--- config.mk ---
export PLATFORM = sky130hd
export DESIGN_NAME = spi_link_scheduler_flat
export DESIGN_NICKNAME = d
export VERILOG_FILES = /design/src/rtl/spi_link_scheduler_pkg.sv /design/src/rtl/spi_link_scheduler_if.sv /design/src/rtl/spi_link_scheduler_rr_arbiter.sv /design/src/rtl/spi_link_scheduler.sv /design/src/flat_wrapper.sv
export SDC_FILE = /design/constraint.sdc
export NUM_CORES = 1
export LEC_CHECK = 0
export ABC_AREA = 1
export CORE_UTILIZATION = 52
export CTS_BUF_LIST = sky130_fd_sc_hd__clkbuf_4
export DETAILED_ROUTE_END_ITERATION = 8
export PLACE_DENSITY = 0.83
export SLEW_MARGIN = 20
export SYNTH_ARGS = -nofsm -noshare
export SYNTH_HDL_FRONTEND = slang
export SYNTH_SLANG_ARGS = --single-unit
--- constraint.sdc ---
create_clock -name SCLK -period 1.83 [get_ports SCLK]
set_input_delay 0.4575 -clock SCLK [delete_from_list [all_inputs] [get_ports SCLK]]
set_output_delay 0.4575 -clock SCLK [all_outputs]
set_load 0.02 [all_outputs]
--- src/rtl/spi_link_scheduler_pkg.sv ---
// Shared constants and state encoding for the serial register link sequencer.
package spi_link_pkg;

    localparam int PKT_W     = 41;
    localparam int ADDR_W    = 8;
    localparam int DATA_W    = 32;
    localparam int WR_BIT    = 40;
    localparam int ADDR_MSB  = 39;
    localparam int ADDR_LSB  = 32;
    localparam int SETUP_CYC = 2;
    localparam int TURN_CYC  = 3;
    // GAP_CYC counts the DONE cycle as part of the chip-select-high gap.
    localparam int GAP_CYC   = 2;
    localparam int CNT_W     = 6;

    typedef enum logic [2:0] {
        ST_IDLE,
        ST_SETUP,
        ST_SHIFT_OUT,
        ST_TURN,
        ST_SHIFT_IN,
        ST_DONE,
        ST_GAP
    } link_state_t;

endpackage

--- src/rtl/spi_link_scheduler_if.sv ---
// Requester handshake and serial pin bundle between the link sequencer and its peers.
interface spi_link_scheduler_if #(parameter int NUM_REQ = 2);
    import spi_link_pkg::*;

    logic [NUM_REQ-1:0]        req_valid;
    logic [NUM_REQ-1:0]        req_wr;
    logic [ADDR_W*NUM_REQ-1:0] req_addr;
    logic [DATA_W*NUM_REQ-1:0] req_wdata;
    logic [NUM_REQ-1:0]        req_ready;
    logic [NUM_REQ-1:0]        rsp_valid;
    logic [DATA_W-1:0]         rsp_rdata;
    logic                      busy;
    logic                      spi_clk;
    logic                      cs;
    logic                      mosi;
    logic                      miso;

    modport master (
        input  req_valid, req_wr, req_addr, req_wdata, miso,
        output req_ready, rsp_valid, rsp_rdata, busy, spi_clk, cs, mosi
    );

    modport slave (
        output req_valid, req_wr, req_addr, req_wdata, miso,
        input  req_ready, rsp_valid, rsp_rdata, busy, spi_clk, cs, mosi
    );

endinterface

--- src/rtl/spi_link_scheduler_rr_arbiter.sv ---
// Combinational round-robin grant: first valid requester at or above ptr, wrapping.
module rr_arbiter #(
    parameter int NUM_REQ = 2,
    parameter int IDX_W   = 1
) (
    input  logic [NUM_REQ-1:0] req,
    input  logic [IDX_W-1:0]   ptr,
    output logic [NUM_REQ-1:0] gnt,
    output logic [IDX_W-1:0]   gnt_idx,
    output logic               gnt_any
);

    always_comb begin
        int j;
        gnt     = '0;
        gnt_idx = '0;
        gnt_any = 1'b0;
        j       = 0;
        for (int i = 0; i < NUM_REQ; i++) begin
            j = int'(ptr) + i;
            if (j >= NUM_REQ) j = j - NUM_REQ;
            if (!gnt_any && req[j]) begin
                gnt_any = 1'b1;
                gnt[j]  = 1'b1;
                gnt_idx = IDX_W'(j);
            end
        end
    end

endmodule

--- src/rtl/spi_link_scheduler.sv ---
// Round-robin requester arbitration and 41-bit packet sequencing onto the serial link.
//   state     | meaning
//   ST_IDLE   | waiting for a request; grants and latches one
//   ST_SETUP  | cs low, clock parked low before the first bit
//   ST_SHIFT_OUT | 41 low/high slots carrying {wr, addr, wdata}
//   ST_TURN   | read only: clock held high while slave prepares reply
//   ST_SHIFT_IN  | 32 low/high slots sampling miso
//   ST_DONE   | cs high, completion pulse to owner
//   ST_GAP    | remainder of the cs-high gap before next grant
module spi_link_scheduler
    import spi_link_pkg::*;
#(
    parameter int NUM_REQ = 2
) (
    input logic                SCLK,
    input logic                SRESET,
    spi_link_scheduler_if.master bus
);

    localparam int IDX_W = (NUM_REQ > 1) ? $clog2(NUM_REQ) : 1;

    link_state_t        state_q, state_d;
    logic [CNT_W-1:0]   cnt_q, cnt_d;
    logic               phase_q, phase_d;
    logic [PKT_W-1:0]   tx_q, tx_d;
    logic [DATA_W-1:0]  rx_q, rx_d;
    logic               wr_q, wr_d;
    logic [IDX_W-1:0]   owner_q, owner_d;
    logic [IDX_W-1:0]   rr_ptr_q, rr_ptr_d;
    logic               samp_q, samp_d;
    logic               cs_q, cs_d;
    logic               spi_clk_q, spi_clk_d;
    logic               mosi_q, mosi_d;
    logic               busy_q, busy_d;
    logic [NUM_REQ-1:0] req_ready_q, req_ready_d;
    logic [NUM_REQ-1:0] rsp_valid_q, rsp_valid_d;
    logic [DATA_W-1:0]  rsp_rdata_q, rsp_rdata_d;

    logic [NUM_REQ-1:0] gnt;
    logic [IDX_W-1:0]   gnt_idx;
    logic               gnt_any;

    rr_arbiter #(.NUM_REQ(NUM_REQ), .IDX_W(IDX_W)) u_arb (
        .req     (bus.req_valid),
        .ptr     (rr_ptr_q),
        .gnt     (gnt),
        .gnt_idx (gnt_idx),
        .gnt_any (gnt_any)
    );

    // Pin values are decoded from the current state and registered, so every
    // output trails the state register by one cycle.
    always_comb begin
        state_d     = state_q;
        cnt_d       = cnt_q;
        phase_d     = phase_q;
        tx_d        = tx_q;
        wr_d        = wr_q;
        owner_d     = owner_q;
        rr_ptr_d    = rr_ptr_q;
        rx_d        = samp_q ? {rx_q[DATA_W-2:0], bus.miso} : rx_q;
        samp_d      = 1'b0;
        cs_d        = 1'b1;
        spi_clk_d   = 1'b0;
        mosi_d      = 1'b0;
        busy_d      = (state_q != ST_IDLE);
        req_ready_d = '0;
        rsp_valid_d = '0;
        rsp_rdata_d = '0;

        case (state_q)
            ST_IDLE: begin
                if (gnt_any) begin
                    req_ready_d = gnt;
                    wr_d        = bus.req_wr[gnt_idx];
                    tx_d        = {bus.req_wr[gnt_idx],
                                   bus.req_addr[gnt_idx*ADDR_W +: ADDR_W],
                                   bus.req_wr[gnt_idx] ? bus.req_wdata[gnt_idx*DATA_W +: DATA_W]
                                                       : {DATA_W{1'b0}}};
                    owner_d     = gnt_idx;
                    rr_ptr_d    = (int'(gnt_idx) == NUM_REQ - 1) ? '0 : gnt_idx + 1'b1;
                    cnt_d       = CNT_W'(SETUP_CYC - 1);
                    state_d     = ST_SETUP;
                end
            end
            ST_SETUP: begin
                cs_d = 1'b0;
                if (cnt_q == '0) begin
                    cnt_d   = CNT_W'(PKT_W - 1);
                    phase_d = 1'b0;
                    state_d = ST_SHIFT_OUT;
                end else begin
                    cnt_d = cnt_q - 1'b1;
                end
            end
            ST_SHIFT_OUT: begin
                cs_d      = 1'b0;
                spi_clk_d = phase_q;
                mosi_d    = tx_q[PKT_W-1];
                phase_d   = ~phase_q;
                if (phase_q) begin
                    tx_d = {tx_q[PKT_W-2:0], 1'b0};
                    if (cnt_q == '0) begin
                        if (wr_q) begin
                            state_d = ST_DONE;
                        end else begin
                            cnt_d   = CNT_W'(TURN_CYC - 1);
                            state_d = ST_TURN;
                        end
                    end else begin
                        cnt_d = cnt_q - 1'b1;
                    end
                end
            end
            ST_TURN: begin
                cs_d      = 1'b0;
                spi_clk_d = 1'b1;
                if (cnt_q == '0) begin
                    cnt_d   = CNT_W'(DATA_W - 1);
                    phase_d = 1'b0;
                    state_d = ST_SHIFT_IN;
                end else begin
                    cnt_d = cnt_q - 1'b1;
                end
            end
            ST_SHIFT_IN: begin
                cs_d      = 1'b0;
                spi_clk_d = phase_q;
                samp_d    = phase_q;
                phase_d   = ~phase_q;
                if (phase_q) begin
                    if (cnt_q == '0) state_d = ST_DONE;
                    else             cnt_d   = cnt_q - 1'b1;
                end
            end
            ST_DONE: begin
                rsp_valid_d[owner_q] = 1'b1;
                rsp_rdata_d          = wr_q ? '0 : rx_d;
                cnt_d                = CNT_W'(GAP_CYC - 2);
                state_d              = ST_GAP;
            end
            ST_GAP: begin
                if (cnt_q == '0) state_d = ST_IDLE;
                else             cnt_d   = cnt_q - 1'b1;
            end
            default: state_d = ST_IDLE;
        endcase
    end

    always_ff @(posedge SCLK) begin
        if (SRESET) begin
            state_q     <= ST_IDLE;
            cnt_q       <= '0;
            phase_q     <= 1'b0;
            tx_q        <= '0;
            rx_q        <= '0;
            wr_q        <= 1'b0;
            owner_q     <= '0;
            rr_ptr_q    <= '0;
            samp_q      <= 1'b0;
            cs_q        <= 1'b1;
            spi_clk_q   <= 1'b0;
            mosi_q      <= 1'b0;
            busy_q      <= 1'b0;
            req_ready_q <= '0;
            rsp_valid_q <= '0;
            rsp_rdata_q <= '0;
        end else begin
            state_q     <= state_d;
            cnt_q       <= cnt_d;
            phase_q     <= phase_d;
            tx_q        <= tx_d;
            rx_q        <= rx_d;
            wr_q        <= wr_d;
            owner_q     <= owner_d;
            rr_ptr_q    <= rr_ptr_d;
            samp_q      <= samp_d;
            cs_q        <= cs_d;
            spi_clk_q   <= spi_clk_d;
            mosi_q      <= mosi_d;
            busy_q      <= busy_d;
            req_ready_q <= req_ready_d;
            rsp_valid_q <= rsp_valid_d;
            rsp_rdata_q <= rsp_rdata_d;
        end
    end

    assign bus.cs        = cs_q;
    assign bus.spi_clk   = spi_clk_q;
    assign bus.mosi      = mosi_q;
    assign bus.busy      = busy_q;
    assign bus.req_ready = req_ready_q;
    assign bus.rsp_valid = rsp_valid_q;
    assign bus.rsp_rdata = rsp_rdata_q;

endmodule
--- src/flat_wrapper.sv ---
// flat-port wrapper written by rule: the top's interface ports become plain ports
module spi_link_scheduler_flat import spi_link_pkg::*;
#(
    parameter int NUM_REQ = 2
)
  (SCLK, SRESET, bus_req_valid, bus_req_wr, bus_req_addr, bus_req_wdata, bus_miso, bus_req_ready, bus_rsp_valid, bus_rsp_rdata, bus_busy, bus_spi_clk, bus_cs, bus_mosi);
  spi_link_scheduler_if #(.NUM_REQ(NUM_REQ)) bus_i ();
  input logic SCLK;
  input logic SRESET;
  input wire logic [$bits(bus_i.req_valid)-1:0] bus_req_valid;
  input wire logic [$bits(bus_i.req_wr)-1:0] bus_req_wr;
  input wire logic [$bits(bus_i.req_addr)-1:0] bus_req_addr;
  input wire logic [$bits(bus_i.req_wdata)-1:0] bus_req_wdata;
  input wire logic [$bits(bus_i.miso)-1:0] bus_miso;
  output wire logic [$bits(bus_i.req_ready)-1:0] bus_req_ready;
  output wire logic [$bits(bus_i.rsp_valid)-1:0] bus_rsp_valid;
  output wire logic [$bits(bus_i.rsp_rdata)-1:0] bus_rsp_rdata;
  output wire logic [$bits(bus_i.busy)-1:0] bus_busy;
  output wire logic [$bits(bus_i.spi_clk)-1:0] bus_spi_clk;
  output wire logic [$bits(bus_i.cs)-1:0] bus_cs;
  output wire logic [$bits(bus_i.mosi)-1:0] bus_mosi;
  assign bus_i.req_valid = bus_req_valid;
  assign bus_i.req_wr = bus_req_wr;
  assign bus_i.req_addr = bus_req_addr;
  assign bus_i.req_wdata = bus_req_wdata;
  assign bus_i.miso = bus_miso;
  assign bus_req_ready = bus_i.req_ready;
  assign bus_rsp_valid = bus_i.rsp_valid;
  assign bus_rsp_rdata = bus_i.rsp_rdata;
  assign bus_busy = bus_i.busy;
  assign bus_spi_clk = bus_i.spi_clk;
  assign bus_cs = bus_i.cs;
  assign bus_mosi = bus_i.mosi;
  spi_link_scheduler #(.NUM_REQ(NUM_REQ)) u_core (.SCLK(SCLK), .SRESET(SRESET), .bus(bus_i));
endmodule
==> results of run 1 <==
## state kept, by name, indices dropped and copies added (netlist names), 2 cells and up
register / count
u_core.bus.req_ready: 2
u_core.bus.rsp_rdata: 32
u_core.bus.rsp_valid: 2
u_core.cnt_q: 6
u_core.rx_q: 32
u_core.state_q: 3
u_core.tx_q: 41
## stage by stage
step,area [sq um],hold slack [ns]
2_1_floorplan,5500,0.413
3_3_place_gp,6980,0.438
3_5_place_dp,6980,0.438
4_1_cts,7210,0.256
5_1_grt,7220,0.297
6_report,7220,0.270
## cells by family (layout without fill, tap and decap cells)
kind of cell | after synthesis | count (layout)
AOI/OAI and AO/OA | 136 | 136
xor gates and xnor gates | 1 | 1
adders and majority gates | 1 | 1
buffers and inverters | 76 | 214
DFF | 127 | 127
muxes | 30 | 30
and+or+nand+nor | 331 | 331
## layer usage
metal,track usage,part of all wire
met1,0.290,0.44
met2,0.419,0.50
met3,0.0430,0.043
met4,0.0875,0.018
met5,0,0
## cell usage after synthesis, types with 6 or more instances
| library cell | instances | share of area |
|---|---|---|
| inv_1 | 25 | 0.017 |
| a22oi_1 | 6 | 0.0082 |
| nor2_1 | 103 | 0.070 |
| o211ai_2 | 8 | 0.018 |
| a21oi_2 | 9 | 0.014 |
| a21boi_0 | 17 | 0.023 |
| o21ai_0 | 32 | 0.029 |
| nand2_1 | 184 | 0.13 |
| clkbuf_1 | 18 | 0.012 |
| o21ai_1 | 14 | 0.013 |
| inv_2 | 7 | 0.0048 |
| mux2i_1 | 30 | 0.055 |
| buf_2 | 14 | 0.013 |
| dfxtp_1 | 127 | 0.46 |
| nand3_1 | 24 | 0.022 |
| a21oi_1 | 45 | 0.041 |
## worst max path at each step
stage               slack [ns]                           start                              to
finish                    0.17      u_core.bus.busy$_SDFF_PP0_                        bus_busy
global placement         -0.18                bus_req_valid[1]    u_core.tx_q[13]$_SDFFE_PP0P_
floorplan                 0.23                bus_req_valid[0]    u_core.tx_q[40]$_SDFFE_PP0P_
global route              0.03    u_core.cnt_q[0]$_SDFFE_PP0P_  u_core.state_q[0]$_SDFFE_PP0P_
detailed placement       -0.27                bus_req_valid[1]    u_core.tx_q[15]$_SDFFE_PP0P_
CTS                       0.11  u_core.state_q[0]$_SDFFE_PP0P_     u_core.tx_q[9]$_SDFFE_PP0P_
## area by class of cell
type	instances	area, sq um	area share
Tap cell	136	170	0.0236
Inverter	33	126	0.0175
Clock buffer	17	128	0.0177
Timing Repair Buffer	150	1490	0.206
Clock inverter	14	155	0.0215
Sequential cell	127	2540	0.352
Multi-Input combinational cell	499	2610	0.362
## layout by cell type, fill, tap and decap left out, types with 2 or more instances in the layout
| cell | n |
|---|---|
| nand2_1 | 184 |
| dfxtp_1 | 125 |
| nor2_1 | 103 |
| clkdlybuf4s50_1 | 85 |
| a21oi_1 | 45 |
| dlygate4sd2_1 | 40 |
| o21ai_0 | 32 |
| mux2i_1 | 30 |
| inv_1 | 25 |
| nand3_1 | 23 |
| a21boi_0 | 17 |
| clkbuf_4 | 17 |
| buf_4 | 16 |
| o21ai_1 | 14 |
| a21oi_2 | 9 |
| o211ai_2 | 8 |
| buf_12 | 8 |
| inv_2 | 7 |
| a22oi_1 | 6 |
| nand3_4 | 5 |
| inv_6 | 5 |
| nand2_4 | 3 |
| nor2_8 | 3 |
| nand2_2 | 3 |
| clkinv_4 | 3 |
| nand3_2 | 2 |
| a211oi_1 | 2 |
| or2_2 | 2 |
| a21boi_1 | 2 |
| bufinv_16 | 2 |
| clkinv_2 | 2 |
| dfxtp_2 | 2 |
## where the power goes
part / internal (mW) / switching, mW / total (mW)
Combinational: 1.63 / 2.37 / 4.00
Clock: 0.830 / 1.10 / 1.93
Sequential: 3.23 / 0.286 / 3.52
Total: 5.69 / 3.76 / 9.45
==> impl_metrics.csv, run 1 <==
group,metric,value,unit
run_status,status,"finished, final reports clean",
cts,cts_sinks,127,
synth,ys_types,36,
finish,utilization,0.703,
min_path,worst_hold_path_type,"primary input to flop",
synth,synth_area,0.00550,sq mm
synth,ys_seq_area_frac,0.463,
routing,ant_nets,0,
setup_path,rrSetupSlack,0.18,ns
cts,cts_setup_buffers,0,
setup_path,crit_fanout,1,
floorplanning,num_io_pins,127,
synth,synthXorXnorAreaFrac,0.00159,
finish,nNetsFinal,916,
cts,cts_tree,"yes",
power_and_ir_drop,leakagePower,3.12,nW
place,dp_cells,945,
setup_path,cp.arrival,1.21,ns
synth,synthAdderAreaFrac,0.00228,
routing,firstDrtPassIters,4,
routing,drc,0,
sta,period_share,0.910,
setup_path,cp_num_cells,1,
sta,fin_ws,0.165,ns
sta,max_freq,0.601,GHz
setup_path,r2r-start,"u_core.state_q[1]$_SDFFE_PP0P_",
setup_path,slowest_stage,"dfxtp_1",
routing,vias,4938,
sta,tns,0,ns
floorplanning,initial_utilization,0.535,
run,cap_violations,0,
synth,synthFlopType,"dfxtp_1",
sta,hold_viol,0,
global_route,grt_max_degree,55,
synth,yosys_warnings,0,
routing,drt_wl_total,12.4,mm
cts,clk_pin_slew,0.11,ns
min_path,whs_path_depth,4,
place,pre_cts_slack,-0.270,ns
global_route,grt_overflow,0,
setup_path,start_kind,"flop",
synth,synth_edf_count,0,
cts,cts_made_buffers,17,
synth,synth-async-reset-ratio,0,
floorplanning,core_region_area,0.0103,sq mm
finish,fillers,821,
cts,max-clock-path-buffers,2,
sta,min_period,1.66,ns
routing,wl_per_cell,12.7,um
synth,syn_area_per_cell,7.83,sq um
synth,synth_cells,702,
finish,drive_gt1_frac,0.119,
global_route,grt_pass1_vias,4692,
cts,cts-htree-levels,4,
routing,via_per_inst,5.06,
setup_path,path_buf_inv,1,
setup_path,rr_endpoint,"u_core.tx_q[6]$_SDFFE_PP0P_",
sta,fin_skew,0.0298,ns
global_route,grtUsageTotal,0.238,
place,hpwl,8.95,mm
power_and_ir_drop,p_total,9.45,mW
setup_path,critPathRequiredTime,1.37,ns
floorplanning,fp.dieW,105,um
synth,synth-compound-area-share,0.154,
floorplanning,dieArea,0.0110,sq mm
sta,max-slew-margin-rel,0.607,
power_and_ir_drop,p_per_area,1310,mW/mm^2
setup_path,reg2regPathDepth,9,
floorplanning,die_y,105,um
routing,drt-initial-drc-count,247,
synth,yosys_register_bits,127,
finish,antennaDiodeCount,0,
min_path,hp-start,"SRESET",
cts,clock_latency,0.53,ns
synth,synth.area.mux_share,0.0546,
setup_path,end_kind,"output port",
cts,cts_resized,40,
sta,tightestPinTransition,0.589,ns
finish,final_cells,976,
sta,setup_viol,0,
place,gp_congestion,0.848,
sta,slew_viol_final,0,
synth,synth_top_family_by_area,"simple AND/OR/NAND/NOR gates",
global_route,grt_pass1_wl,21.2,mm
floorplanning,rows,37,
sta,rsz0062_at_grt,"false",
setup_path,slowest_delay,0.36,ns
min_path,holdPathEnd,"u_core.bus.rsp_valid[1]$_SDFF_PP0_",
setup_path,path_cells,"dlygate4sd2_1",
finish,syn2layout_area_growth,31.4,%
synth,synth_nets,790,
synth,synth-simple-area-share,0.260,
setup_path,worstSetupPathType,"flop to output port",
setup_path,crit_family,"flip-flops",
global_route,antenna_found_initial,0,
cts,root_buffer,"clkbuf_4",
place,portBuffers,126,
cts,hold_buffers,0,
power_and_ir_drop,irDropWorstVdd,742,uV
Power figures use the tool's default switching activity.
==> run 2: changes to the inputs <==
--- a/config.mk
+++ b/config.mk
@@ -6,10 +6,13 @@
 export NUM_CORES = 1
 export LEC_CHECK = 0
 export ABC_AREA = 1
-export CORE_UTILIZATION = 52
+export CELL_PAD_IN_SITES_DETAIL_PLACEMENT = 0
+export CELL_PAD_IN_SITES_GLOBAL_PLACEMENT = 1
+export CORE_UTILIZATION = 37
 export CTS_BUF_LIST = sky130_fd_sc_hd__clkbuf_4
 export DETAILED_ROUTE_END_ITERATION = 8
-export PLACE_DENSITY = 0.83
+export PLACE_DENSITY_LB_ADDON = 0.1
+export SKIP_CTS_REPAIR_TIMING = 1
 export SLEW_MARGIN = 20
 export SYNTH_ARGS = -nofsm -noshare
 export SYNTH_HDL_FRONTEND = slang
==> impl_metrics.csv, run 2 (synthesized netlist as in run 1, its figures left out) <==
group,metric,value,unit
setup_path,end_kind,"flop",
sta,period_share,0.902,
power_and_ir_drop,comb_power_share,0.409,
finish,syn2layout_area_growth,34.6,%
routing,ant_nets,0,
cts,cts_tree,"yes",
place,hpwl,8.96,mm
power_and_ir_drop,intPower,5.73,mW
floorplanning,initial_utilization,0.378,
global_route,antenna_found_initial,1,
cts,root_buffer,"clkbuf_4",
sta,hold_viol,0,
sta,max-slew-margin-rel,0.589,
place,pre_cts_slack,-0.385,ns
floorplanning,rows,44,
routing,drt_wl_total,12.8,mm
global_route,grtUsageTotal,0.174,
setup_path,path_buf_inv,4,
floorplanning,die_y,124,um
setup_path,slowest_delay,0.39,ns
floorplanning,core_region_area,0.0145,sq mm
sta,fin_skew,0.0205,ns
finish,drive_gt1_frac,0.118,
cts,clk_pin_slew,0.12,ns
power_and_ir_drop,leakagePower,3.63,nW
run_status,status,"finished, final reports clean",
power_and_ir_drop,p_sw_frac,0.394,
cts,cts_made_buffers,17,
floorplanning,num_io_pins,127,
setup_path,crit_fanout,43,
sta,rsz0062_at_grt,"false",
finish,largest_register,"u_core.tx_q",
setup_path,cp.arrival,2.09,ns
setup_path,slowest_stage,"dfxtp_1",
global_route,grt_max_degree,55,
finish,final_common_cell,"nand2_1",
power_and_ir_drop,p_per_area,1280,mW/mm^2
routing,wl_per_cell,12.5,um
setup_path,worstSetupPathType,"flop to flop",
power_and_ir_drop,switching_power,3.72,mW
setup_path,critPathRequiredTime,2.27,ns
cts,cts-htree-levels,4,
setup_path,start_kind,"flop",
floorplanning,fp.dieW,124,um
place,portBuffers,126,
routing,drc,0,
run,cap_violations,0,
finish,fillers,1442,
power_and_ir_drop,pwr-share-seq,0.372,
power_and_ir_drop,power.clock.fraction,0.219,
finish,nNetsFinal,914,
global_route,grt_pass1_vias,4457,
cts,max-clock-path-buffers,2,
cts,cts_sinks,127,
routing,via_per_inst,4.74,
sta,setup_viol,0,
finish,utilization,0.509,
sta,min_period,1.65,ns
routing,vias,4849,
floorplanning,dieArea,0.0153,sq mm
setup_path,path_cells,"buf_4 > nor2_8 > inv_2 > nand2_2 > nand3_4 > inv_2 > buf_12 > o21ai_0 > nor2_1 > nor2_1",
cts,clock_latency,0.54,ns
min_path,worst_hold_path_type,"primary input to flop",
sta,fin_ws,0.180,ns
sta,slew_viol_final,0,
finish,final_cell_mix,"nand2_1 (184), dfxtp_1 (125), nor2_1 (103)",
routing,drt-initial-drc-count,181,
routing,firstDrtPassIters,8,
setup_path,crit_family,"buffers and inverters",
sta,max_freq,0.606,GHz
global_route,grt_pass1_wl,20.6,mm
global_route,grt_overflow,0,
finish,largest_reg_flops,41,
power_and_ir_drop,irDropWorstVdd,850,uV
place,gp_congestion,0.823,
sta,tightestPinTransition,0.616,ns
[run 2: cell types whose count changed in the layout (fill, tap and decap cells not counted), sizes merged]
cell          delta
dlygate4sd2     -40
dlymetal6s2s    +40
buf              -2
bufinv           +1
clkinvlp         +1
diode            +1
inv              -1
[run 2: cell type report]
class                      count  area [sq um]  share of cell area
antenna                        1          2.50            0.000338
clock buffer                  17           128              0.0173
clock inverter                15           181              0.0245
inverter                      33           126              0.0171
multi-input combinational    499          2610               0.353
sequential                   127          2540               0.344
tap                          184           230              0.0311
timing repair buffer         148          1570               0.212
[run 2: final timing paths]
kind | end | depth (start not counted) | start | slack [ns]
max | u_core.tx_q[5]$_SDFFE_PP0P_ | 10 | u_core.state_q[2]$_SDFFE_PP0P_ | 0.18
min | u_core.bus.rsp_valid[1]$_SDFF_PP0_ | 4 | SRESET | 0.31
max reg2reg | u_core.tx_q[5]$_SDFFE_PP0P_ | 10 | u_core.state_q[2]$_SDFFE_PP0P_ | 0.18
min reg2reg | u_core.bus.rsp_valid[1]$_SDFF_PP0_ | 2 | u_core.owner_q$_SDFFE_PP0P_ | 0.47
[run 2: worst register-to-register path, delay by kind of cell (launching register included)]
kind	cells	cell delay, ns
DFF	1	0.39
and+or+nand+nor	5	0.48
buffers and inverters	4	0.59
AOI/OAI and AO/OA	1	0.13
[run 2: power groups by stage]
| stage | clock network, mW | logic, mW | registers (mW) |
|---|---|---|---|
| after CTS | 2.15 | 3.88 | 3.51 |
| final | 2.07 | 3.87 | 3.51 |
| after floorplan | 0 | 2.95 | 3.52 |
| after global placement | 0 | 3.80 | 3.56 |
| after detailed placement | 0 | 3.87 | 3.56 |
| after global routing | 2.27 | 4.36 | 3.57 |
[run 2: metrics by stage]
stage / power [mW] / setup TNS [ns] / instance area (sq um) / instances / hold slack (ns)
floorplan: 6.47 / 0 / 5500 / 702 / 0.413
global placement: 7.36 / -12.24 / 6970 / 991 / 0.440
detailed placement: 7.43 / -15.12 / 6970 / 991 / 0.446
CTS: 9.53 / -5.39 / 7280 / 1023 / 0.260
global route: 10.2 / 0 / 7400 / 1024 / 0.281
finish: 9.45 / 0 / 7400 / 1024 / 0.306
[run 2: routing by layer]
metal,share of wire,global-route usage,vias up
met2,0.47,0.288,121
met1,0.47,0.213,2176
met3,0.047,0.0549,11
met5,0,0,-
li1,-,-,2541
met4,0.016,0.0587,0
